### config.mk
export PLATFORM = sky130hd
export DESIGN_NAME = pipelined_adder
export DESIGN_NICKNAME = d
export VERILOG_FILES = /design/src/rtl/pipelined_adder.sv
export SDC_FILE = /design/constraint.sdc
export NUM_CORES = 2
export LEC_CHECK = 0
export CAP_MARGIN = 5
export CORE_MARGIN = 2
export CORE_UTILIZATION = 43
export DETAILED_ROUTE_END_ITERATION = 8
export PLACE_DENSITY = 0.72
export SYNTH_ARGS = -nofsm -noshare
export SYNTH_HDL_FRONTEND = slang
export SYNTH_SLANG_ARGS = --single-unit
### constraint.sdc
create_clock -name clk -period 9.4 [get_ports clk]
set_clock_uncertainty 0.1 [all_clocks]
set_input_delay 2.35 -clock clk [delete_from_list [all_inputs] [get_ports clk]]
set_output_delay 2.35 -clock clk [all_outputs]
set_load 0.03 [all_outputs]
### src/rtl/pipelined_adder.sv
// Carry-segmented add/subtract pipeline, NSEG+1 cycle latency, one result per cycle.
// A stalled output freezes every stage together; in_ready is the global advance.
module pipelined_adder #(
   parameter int ADDER_WIDTH = 152,
   parameter int SEG_WIDTH   = 32
) (
   input  logic                   clk,
   input  logic                   rst_n,
   input  logic                   in_valid,
   output logic                   in_ready,
   input  logic [ADDER_WIDTH-1:0] a,
   input  logic [ADDER_WIDTH-1:0] b,
   input  logic                   sub,
   output logic                   out_valid,
   input  logic                   out_ready,
   output logic [ADDER_WIDTH:0]   sum
);

   localparam int NSEG = (ADDER_WIDTH + SEG_WIDTH - 1) / SEG_WIDTH;

   // Stage k (0..NSEG): operands, partial sum and the carry into segment k.
   logic                   vld_q [NSEG+1];
   logic                   vld_d [NSEG+1];
   logic [ADDER_WIDTH-1:0] opa_q [NSEG+1];
   logic [ADDER_WIDTH-1:0] opa_d [NSEG+1];
   logic [ADDER_WIDTH-1:0] opb_q [NSEG+1];
   logic [ADDER_WIDTH-1:0] opb_d [NSEG+1];
   logic [ADDER_WIDTH-1:0] psum_q [NSEG+1];
   logic [ADDER_WIDTH-1:0] psum_d [NSEG+1];
   logic                   cry_q [NSEG+1];
   logic                   cry_d [NSEG+1];

   logic                   adv;
   int                     seg_lo;
   int                     seg_w;
   logic [SEG_WIDTH-1:0]   seg_a;
   logic [SEG_WIDTH-1:0]   seg_b;
   logic [SEG_WIDTH:0]     seg_tot;
   logic [SEG_WIDTH:0]     seg_sh;
   logic [ADDER_WIDTH-1:0] seg_mask;

   assign adv       = out_ready | ~out_valid;
   assign in_ready  = adv;
   assign out_valid = vld_q[NSEG];
   assign sum       = {cry_q[NSEG], psum_q[NSEG]};

   always_comb begin
      seg_lo   = 0;
      seg_w    = 0;
      seg_a    = '0;
      seg_b    = '0;
      seg_tot  = '0;
      seg_sh   = '0;
      seg_mask = '0;
      for (int k = 0; k <= NSEG; k++) begin
         vld_d[k]  = vld_q[k];
         opa_d[k]  = opa_q[k];
         opb_d[k]  = opb_q[k];
         psum_d[k] = psum_q[k];
         cry_d[k]  = cry_q[k];
      end
      if (adv) begin
         // Subtraction is a + ~b + 1, so the inversion and carry-in happen at capture.
         vld_d[0]  = in_valid;
         opa_d[0]  = a;
         opb_d[0]  = sub ? ~b : b;
         psum_d[0] = '0;
         cry_d[0]  = sub;
         for (int k = 1; k <= NSEG; k++) begin
            seg_lo = (k - 1) * SEG_WIDTH;
            seg_w  = ADDER_WIDTH - seg_lo;
            if (seg_w > SEG_WIDTH) begin
               seg_w = SEG_WIDTH;
            end
            seg_a    = SEG_WIDTH'(opa_q[k-1] >> seg_lo);
            seg_b    = SEG_WIDTH'(opb_q[k-1] >> seg_lo);
            seg_tot  = {1'b0, seg_a} + {1'b0, seg_b} + {{SEG_WIDTH{1'b0}}, cry_q[k-1]};
            // A narrow top segment carries out at bit seg_w, not at bit SEG_WIDTH.
            seg_sh   = seg_tot >> seg_w;
            seg_mask = (ADDER_WIDTH'(1) << seg_w) - ADDER_WIDTH'(1);
            vld_d[k]  = vld_q[k-1];
            opa_d[k]  = opa_q[k-1];
            opb_d[k]  = opb_q[k-1];
            cry_d[k]  = seg_sh[0];
            psum_d[k] = psum_q[k-1] | ((ADDER_WIDTH'(seg_tot) & seg_mask) << seg_lo);
         end
      end
   end

   always_ff @(posedge clk or negedge rst_n) begin
      if (!rst_n) begin
         for (int k = 0; k <= NSEG; k++) begin
            vld_q[k]  <= 1'b0;
            opa_q[k]  <= '0;
            opb_q[k]  <= '0;
            psum_q[k] <= '0;
            cry_q[k]  <= 1'b0;
         end
      end else begin
         for (int k = 0; k <= NSEG; k++) begin
            vld_q[k]  <= vld_d[k];
            opa_q[k]  <= opa_d[k];
            opb_q[k]  <= opb_d[k];
            psum_q[k] <= psum_d[k];
            cry_q[k]  <= cry_d[k];
         end
      end
   end

endmodule

### Word level (Yosys, flattened, before mapping)

Index checks and enable logic that the tools add are counted.

* logic and storage cells: 56
* output and inout port bits: 155
* register bits: 2292
* bits of input ports: 309

* muxes and demuxes: 2
* add/sub/neg operators: 11
* bitwise operators: 11
* shift operators: 5

Operators by type and width (number)
* $or 152x152->152: 4
* $and 33x152->152: 1
* $mux 152: 1
* $not 152->152: 1
* $shl 1x32->152 const A: 1
* $sub 152x2->152 const B: 1
* $add 32x32->33: 4
* $add 33x1->33: 4
* $shr 33x32->1: 4
* $and 33x120->120: 1
* $and 33x88->88: 1
* $and 33x56->56: 1
* $mux 32: 1
* $add 24x24->25: 1
* $add 25x1->25: 1
* $not 1->1: 1
* $or 1x1->1: 1

### Depth between registers and ports, before layout

* word-level depth: 7
* gate-level depth with buffers: 12
* depth with buffers taken out: 12

### Worst setup path after synthesis

Ideal clock, no wire load.

* path kind: input to output
* start: input out_ready
* end: output in_ready
* slack: 3263 ps
* required time: 6950 ps
* arrival: 3687 ps
* path buffers: 4
* stages: 6
* cell sequence: nor2b_1 -> clkbuf_1 -> inv_2 -> clkbuf_1 -> clkbuf_1 -> clkbuf_1

* longest elaborated chain between the ends: 1

RTL lines
* from (decl): RTL line 15 `input logic out_ready,`
* $or 1x1->1: RTL line 42 `assign adv = out_ready | ~out_valid;`
* to (decl): RTL line 10 `output logic in_ready,`

No other way between the ends.

### Worst setup path after layout

Same ends and word-level chain as after synthesis.

==> out/results.ini <==
[finish]
nets = 7422
final_area_mm2 = 0.06975
utilization_pct = 50.61
area_delta_synth_final_pct = 16.42
drive_gt1_share_pct = 4.231

[synthesis]
synth_edf_count = 0
yosysTopAreaCellShare_pct = 56.97
ys_warn_count = 0
synth_area_leaders = dfrtp_1 (57%), nand2_1 (22%), xnor2_1 (3.1%)
ys_seq_elements = 1364
netlist_area_mm2 = 0.05991
ys_top_cells_by_count = nand2_1 (3,476), dfrtp_1 (1,364), clkbuf_1 (290)
ys_types = 82
yosysMostFrequentCell = nand2_1
syn-num-nets = 7259
async_flop_share_pct = 100.0
seq_area_frac_synth_pct = 56.97
synthCells = 6793
avgSynthCellArea_um2 = 8.820
ys.flop_type = dfrtp_1
synth_area_leader_cell = dfrtp_1

[power_and_ir_drop]
power_density_mw_per_mm2 = 368.7
ir_worst_vdd_mv = 0.1671
power_leakage_uw = 0.03468

[routing]
via_per_inst = 4.957
drtPass1Iterations = 5
drc_errors = 0
top_layer = met5
met1_length_mm = 65.68
route.met3.wl_mm = 6.901
drt_iter0_drc = 3610
wl_met2_mm = 58.90
wl_mm = 135.2
ant_nets = 0
wl_per_cell_um = 15.25
vias = 43953

[clocking]
max-clock-path-buffers = 3
insertion_delay_ns = 0.80
clkSinkCount = 1364
ctsHtreeMaxLevel = 4
clk_pin_slew_ns = 0.06
cts_tree = yes
post_cts_buffers = 0
numCtsBuffers = 146
cts-resized-gates = 0
ctsRootBufferMaster = clkbuf_16
cts_hold_buf = 0

[hold_path]
hold_path_class = register to register

[worst_setup_path]
crit_top_cell = clkdlybuf4s50_1
crit_fanout = 113
worst_setup_path_start_kind = input port
slowest_stage = clkdlybuf4s50_1
max_stage_delay_ns = 0.83
required_ns = 6.95
cp_cell_sequence = clkdlybuf4s50_1, nor2b_4, inv_8, clkdlybuf4s50_1
crit_type = input port to primary output
cpLargestDelayFamily = buffers and inverters
arrival_ns = 4.30
crit_path_end_kind = primary output
reg2reg_slack_ns = 4.90
critical_path_buf_inv_count = 3

[timing]
fmax_mhz = 148.2
grt_setup_unrepaired = false
drv_slew = 0
min_period_over_period_pct = 71.76
min_period_ns = 6.746
finalSetupViolations = 0
slew_headroom_pct = 21.16
setup_tns_ns = 0
hold_violations = 0
tightest_slew_ns = 1.183

[run]
drv_cap = 0

[global_routing]
overflow = 0
track_usage_pct = 19.08
grt_pass1_wl_mm = 221.6
grt_start_max_net_pins = 230
grt_antenna_before_repair = 7
grt_pass1_vias = 42326

[floorplan]
row_count = 136
die_w_um = 377.3
dieHeight_um = 377.3
core_mm2 = 0.1378
io_pins = 464
start_util_pct = 43.47
fp.dieArea_mm2 = 0.1423

[place]
gp_congestion = 0.8711
hpwlAfterDp_mm = 90.77
placed_area_mm2 = 0.06477
numPortBuffers = 463

[outcome]
status = completed

[final timing paths]
kind                                          from                      end  cells after the start
max                                      out_ready                 in_ready                      4
min                        psum_q[632]$_DFFE_PN0P_  psum_q[480]$_DFFE_PN0P_                      2
max reg2reg                  out_valid$_DFFE_PN0P_  psum_q[398]$_DFFE_PN0P_                      9
min reg2reg                psum_q[632]$_DFFE_PN0P_  psum_q[480]$_DFFE_PN0P_                      2
max in group asynchronous                    rst_n   opb_q[897]$_DFFE_PN0P_                      3
min in group asynchronous                    rst_n   opb_q[845]$_DFFE_PN0P_                      1
[where the power goes]
| group | switching, µW | total, µW | internal, µW |
|---|---|---|---|
| clock network | 2440 | 5830 | 3390 |
| logic | 6000 | 9810 | 3810 |
| registers | 1550 | 10100 | 8540 |
| total | 9980 | 25700 | 15700 |
[kinds of logic after synthesis]
family / Yosys count / synth area share (%)
multiplexers: 6 / 0.1044
flip-flops: 1364 / 56.97
adder cells (fa/ha/maj): 157 / 3.404
XOR/XNOR: 264 / 3.859
AND/OR/NAND/NOR: 3768 / 24.16
AO/OA/AOI/OAI: 705 / 7.178
buffers and inverters: 529 / 4.329
[state kept, by name (all words and copies together), names as in the netlist]
name and flops:
out_valid 1, cry_q 5, opb_q 440, psum_q 320, sum 153, opa_q 440, vld_q 5
[per-layer routing]
metal / GRT usage, % / vias up
li1: - / 21727
met1: 28.38 / 21064
met2: 27.87 / 924
met3: 3.619 / 234
met4: 6.521 / 4
met5: 0 / -
[layout by cell type (no fill, tap or decap), drive strengths merged, types with 33 or more instances in the layout]
master and n:
a21o 57, a21oi 190, buf 47, clkbuf 208
clkdlybuf4s50 461, dfrtp 1364, ha 147, inv 44
nand2 3476, nand3 33, nor2 149, o21ai 271
xnor2 214, xor2 50
[cell type report]
cell class | count | area, µm²
fill | 12594 | 68080
sequential | 1364 | 34130
multi-input combinational | 4900 | 23200
timing repair buffer | 508 | 5057
clock buffer | 208 | 4217
tap | 1794 | 2245
clock inverter | 51 | 748.2
inverter | 36 | 142.6
antenna | 5 | 12.51
[through the flow]
stage	setup slack, ns	hold slack (ns)	std cells	power [µW]
2_1_floorplan	3.263	0.3300	6793	17350
3_3_place_gp	2.473	0.3482	8602	19590
3_5_place_dp	2.539	0.3538	8602	19940
4_1_cts	2.695	0.3569	8861	25930
5_1_grt	2.614	0.3766	8866	27710
6_report	2.654	0.3475	8866	25720
[worst register-to-register path: cells and delay by family, from the launching register on]
family,cells,cell delay [ns]
AND/OR/NAND/NOR,3,0.57
AO/OA/AOI/OAI,2,0.35
buffers and inverters,4,2.98
flip-flops,1,0.39
Power figures use the tool's default switching activity.
